`src/rtl/uart_baud_tick.sv`:
```
// Bit-period divider for the UART pair: counts CLOCK_DIV-1 down to 0 and pulses tick
// on the cycle the count is 0, reloading on that edge or whenever restart is high.
module uart_baud_tick #(
  parameter int CLOCK_DIV = 104
) (
  input  logic clock,
  input  logic resetn,
  input  logic restart,
  output logic tick
);

  localparam int DW = $clog2(CLOCK_DIV);
  localparam logic [DW-1:0] RELOAD = DW'(CLOCK_DIV - 1);

  logic [DW-1:0] div;

  always_ff @(posedge clock or negedge resetn) begin
    if (!resetn) begin
      div <= '0;
    end else if (restart || (div == '0)) begin
      div <= RELOAD;
    end else begin
      div <= div - 1'b1;
    end
  end

  assign tick = (div == '0);

  a_div_range: assert property (@(posedge clock) disable iff (!resetn) div <= RELOAD);

endmodule

```
`src/rtl/axis_uart_tx.sv`:
```
// AXI-stream byte sink driving an 8N1-style serial line (start, data LSB-first, stop).
// Define AXIS_UART_TX_PARITY_EN to insert an even-parity bit after the data bits.
module axis_uart_tx #(
  parameter int CLOCK_DIV = 104,
  parameter int DATA_BITS = 8
) (
  input  logic                 clock,
  input  logic                 resetn,
  input  logic [DATA_BITS-1:0] idata,
  input  logic                 ivalid,
  output logic                 iready,
  output logic                 txd,
  output logic                 busy
);

  localparam int BW = $clog2(DATA_BITS);

`ifdef AXIS_UART_TX_PARITY_EN
  localparam int SW = 3;
  localparam logic [SW-1:0] S_PARITY = 3'd4;
`else
  localparam int SW = 2;
`endif
  localparam logic [SW-1:0] S_IDLE  = SW'(0);
  localparam logic [SW-1:0] S_START = SW'(1);
  localparam logic [SW-1:0] S_DATA  = SW'(2);
  localparam logic [SW-1:0] S_STOP  = SW'(3);

  logic [SW-1:0]        state, state_n;
  logic [DATA_BITS-1:0] shift, shift_n;
  logic [BW-1:0]        bit_cnt, bit_cnt_n;
  logic                 txd_n, busy_n, iready_n;
  logic                 accept, tick;

  assign accept = ivalid && iready;

  // The divider restarts on accept so the start bit is a full CLOCK_DIV cycles.
  uart_baud_tick #(.CLOCK_DIV(CLOCK_DIV)) u_baud (
    .clock   (clock),
    .resetn  (resetn),
    .restart (accept),
    .tick    (tick)
  );

`ifdef AXIS_UART_TX_PARITY_EN
  logic parity, parity_n;

  always_ff @(posedge clock or negedge resetn) begin
    if (!resetn) parity <= 1'b0;
    else         parity <= parity_n;
  end
`endif

  always_ff @(posedge clock or negedge resetn) begin
    if (!resetn) begin
      state   <= S_IDLE;
      shift   <= '0;
      bit_cnt <= '0;
      txd     <= 1'b1;
      busy    <= 1'b0;
      iready  <= 1'b1;
    end else begin
      state   <= state_n;
      shift   <= shift_n;
      bit_cnt <= bit_cnt_n;
      txd     <= txd_n;
      busy    <= busy_n;
      iready  <= iready_n;
    end
  end

  always_comb begin
    state_n   = state;
    shift_n   = shift;
    bit_cnt_n = bit_cnt;
    txd_n     = txd;
    busy_n    = busy;
    iready_n  = iready;
`ifdef AXIS_UART_TX_PARITY_EN
    parity_n  = parity;
`endif
    case (state)
      S_IDLE: begin
        if (accept) begin
          state_n  = S_START;
          shift_n  = idata;
          txd_n    = 1'b0;
          busy_n   = 1'b1;
          iready_n = 1'b0;
`ifdef AXIS_UART_TX_PARITY_EN
          parity_n = ^idata;
`endif
        end
      end
      S_START: begin
        if (tick) begin
          state_n   = S_DATA;
          txd_n     = shift[0];
          bit_cnt_n = BW'(DATA_BITS - 1);
        end
      end
      S_DATA: begin
        if (tick) begin
          if (bit_cnt != '0) begin
            shift_n   = shift >> 1;
            txd_n     = shift[1];
            bit_cnt_n = bit_cnt - 1'b1;
          end else begin
`ifdef AXIS_UART_TX_PARITY_EN
            state_n = S_PARITY;
            txd_n   = parity;
`else
            state_n = S_STOP;
            txd_n   = 1'b1;
`endif
          end
        end
      end
`ifdef AXIS_UART_TX_PARITY_EN
      S_PARITY: begin
        if (tick) begin
          state_n = S_STOP;
          txd_n   = 1'b1;
        end
      end
`endif
      S_STOP: begin
        if (tick) begin
          state_n  = S_IDLE;
          busy_n   = 1'b0;
          iready_n = 1'b1;
        end
      end
      default: begin
        state_n  = S_IDLE;
        txd_n    = 1'b1;
        busy_n   = 1'b0;
        iready_n = 1'b1;
      end
    endcase
  end

  a_ready_idle: assert property (@(posedge clock) disable iff (!resetn) iready == (state == S_IDLE));
  a_idle_line:  assert property (@(posedge clock) disable iff (!resetn) !busy |-> txd);

endmodule

```
`config.mk`:
```
export PLATFORM = sky130hd
export DESIGN_NAME = axis_uart_tx
export DESIGN_NICKNAME = d
export VERILOG_FILES = /design/src/rtl/uart_baud_tick.sv /design/src/rtl/axis_uart_tx.sv
export SDC_FILE = /design/constraint.sdc
export NUM_CORES = 1
export LEC_CHECK = 0
export ABC_AREA = 1
export BUFFER_PORTS_ARGS = -buffer_cell sky130_fd_sc_hd__buf_2
export CORE_AREA = 2 2 52 54
export CTS_CLUSTER_SIZE = 10
export DETAILED_ROUTE_END_ITERATION = 7
export DIE_AREA = 0 0 54 56
export PLACE_DENSITY = 0.74
export SLEW_MARGIN = 0
export SYNTH_ARGS = -nofsm -noshare
export SYNTH_HDL_FRONTEND = slang
export SYNTH_SLANG_ARGS = --single-unit
```
`constraint.sdc`:
```
create_clock -name clock -period 2.1 [get_ports clock]
set_input_delay 0.21 -clock clock [delete_from_list [all_inputs] [get_ports clock]]
set_output_delay 0.21 -clock clock [all_outputs]
set_load 0.01 [all_outputs]
```
==> summary.txt <==
Mapped Cells - 146
H-tree depth - 1
first-pass iteration count of the detailed router - 4
average size of a mapped cell - 9.05 um^2
global route overflow - 0
P_leak - 0.700 nW
chip width - 54 um
Overall Power - 671 uW
largest vdd supply drop - 0.343 mV
fin crit period - 1.61 ns
Site Rows - 18
Clk pin slew, worst setup/hold paths - 0.12 ns
vias per cell - 5.06
First DRT Iteration DRCs - 9
I/O Pins - 14
die height - 56 um
CTS tree - done
CP Class - flop to flop
Worst slew margin - 66.4%
worst skew pair latency - 0.31 ns
DR WL/cell - 12.3 um
RSZ-0062 raised after global routing - no
Detailed Place HPWL - 1910 um
Seq/Total Area, Yosys - 43.8%
fraction of layout cells with a size suffix above 1 - 27.0%
final setup vio count - 0
maxcap violations - 0
cells on worst reg2reg path - 6
buffer depth of the longest clock path - 2
PortBufs - 13
worst hold path depth - 3
first-pass GRT wire length - 4330 um
final wirelength - 2380 um
outcome - finished clean
clock sinks - 23
final hold vios - 0
filler instances - 232
Routed Antenna Nets - 0
Synth Net Count - 166
Pwr per Cell Area - 465 mW/mm^2
Yosys cell types - 24
routability cong. - 0.938
Residual DRC - 0
fin util - 59.4%
initial antenna violation count - 0
Core Region - 0.00243 mm^2
final setup TNS - 0 ns
Final Max Tran Viols - 0
setup bufs post-CTS - 0
Critical Path End Type - flop
Nets - 184
vias in the first global route - 1,036
CP Max Fanout - 8
Die ar. - 0.00302 mm^2
cts bufs inserted - 3
antenna fix cells - 0
startpoint type of the worst setup path - flop
clk_skew - 0.00451 ns
Worst Tran Pin Value - 0.504 ns
routed vias - 977
Yosys reg bits - 23
area delta synth->final - 9.38%
Ys Warns - 0
gr usage total - 19.1%
synthesized area - 0.00132 mm^2
worst min-delay path class - input port to flop
largest net degree at the start of global routing - 24
CP arrival - 1.82 ns
Peak Freq - 0.621 GHz
CTS root buffer - clkbuf_4
tightest hold margin - 0.143 ns
crit share post-route - 76.7%
initial core utilization - 54.3%
CP Data Required Time - 2.30 ns
[kinds of logic (layout without fill, tap and decap cells)]
family | Yosys count | count (layout) | share of synthesized area [%]
simple gates | 68 | 68 | 25.8
flops | 23 | 23 | 43.7
buf+inv | 20 | 37 | 6.82
compound gates | 17 | 17 | 8.62
fa+ha+maj | 9 | 9 | 8.52
mux | 6 | 6 | 4.55
xor+xnor | 3 | 3 | 1.99
[synthesized netlist by cell type]
master,instances,area [um^2]
nand2_4,1,11.3
nand2_2,8,50.1
inv_1,14,52.6
nor2_1,7,26.3
nor2_2,1,6.26
nand3_1,9,45.0
a21boi_0,1,7.51
dfrtp_1,21,526
xor2_1,3,26.3
nand3_4,1,17.5
nand2_1,33,124
dfstp_2,2,52.6
or2_1,1,6.26
mux2i_1,6,60.1
inv_2,4,15.0
nand4_1,4,25.0
or2_2,1,6.26
nor2_4,2,22.5
a21oi_1,5,25.0
ha_1,9,113
buf_6,2,22.5
o21ai_0,2,10.0
o21ai_1,2,10.0
o21ai_2,7,61.3
[path summary, 6_finish.rpt]
kind | startpoint | end | slack, ns
worst max-delay path | state[0] | shift[0] | 0.49
worst min-delay path | idata[7] | shift[7] | 0.14
worst max register to register | state[0] | shift[0] | 0.49
worst min register to register | u_baud.div[0] | u_baud.div[0] | 0.44
max in group asynchronous | resetn | iready | 1.36
min in group asynchronous | resetn | busy | 0.38
[through the flow]
step | std cells | setup slack (ns) | cell area, um^2
4_1_cts | 193 | 0.481 | 1450
3_5_place_dp | 188 | 0.507 | 1410
3_3_place_gp | 188 | 0.609 | 1410
5_1_grt | 193 | 0.384 | 1450
2_1_floorplan | 146 | 0.626 | 1320
6_report | 193 | 0.489 | 1450
[flip-flops by register name, summed over array words and instances (netlist names)]
name / count
state: 2
iready: 1
shift: 8
txd: 1
busy: 1
u_baud.div: 7
bit_cnt: 3
[area by class of cell]
cell class / count / area (um^2) / share of cell area [%]
Clock buffer: 4 / 26.3 / 1.82
Tap cell: 30 / 37.5 / 2.60
Multi-Input combinational cell: 103 / 653 / 45.2
Sequential cell: 23 / 578 / 40.0
Inverter: 18 / 67.6 / 4.68
Timing Repair Buffer: 15 / 82.6 / 5.71
[report_power, final]
| group | total (mW) | switching (mW) | internal (mW) |
|---|---|---|---|
| Sequential | 0.443 | 0 | 0.443 |
| Clock | 0.204 | 0.130 | 0.0743 |
| Combinational | 0.0245 | 0.0147 | 0.00985 |
| Total | 0.671 | 0.144 | 0.527 |
[worst max-delay path, cell delays in order (launching register included)]
cell,delay (ns)
dfrtp_1,0.44
inv_1,0.09
ha_1,0.28
buf_4,0.21
nand2_1,0.09
a21boi_0,0.30
o21ai_2,0.09
[metal layers]
layer | up-vias | GRT usage [%] | part of all wire, % | wire (um)
li1 | 501 | - | - | -
met1 | 452 | 24.6 | 45 | 1060
met2 | 17 | 30.3 | 50 | 1180
met3 | 7 | 2.69 | 3.1 | 73
met4 | 0 | 9.64 | 2.6 | 63
met5 | - | 0 | 0 | 0
[placed cells by master, fill, tap and decap left out, drive strengths merged]
cell         synthesis  layout
a21boi               1       1
a21oi                5       5
buf                  2      14
clkbuf               0       4
dfrtp               21      21
dfstp                2       2
dlygate4sd3          0       1
ha                   9       9
inv                 18      18
mux2i                6       6
nand2               42      42
nand3               10      10
nand4                4       4
nor2                10      10
o21ai               11      11
or2                  2       2
xor2                 3       3
[what timing repair did]
item,in CTS,in global routing
resized for setup,0,0
hold endpoints to repair,21,0
hold buffers,1,0
No activity file was read; power rests on OpenSTA's default activity.
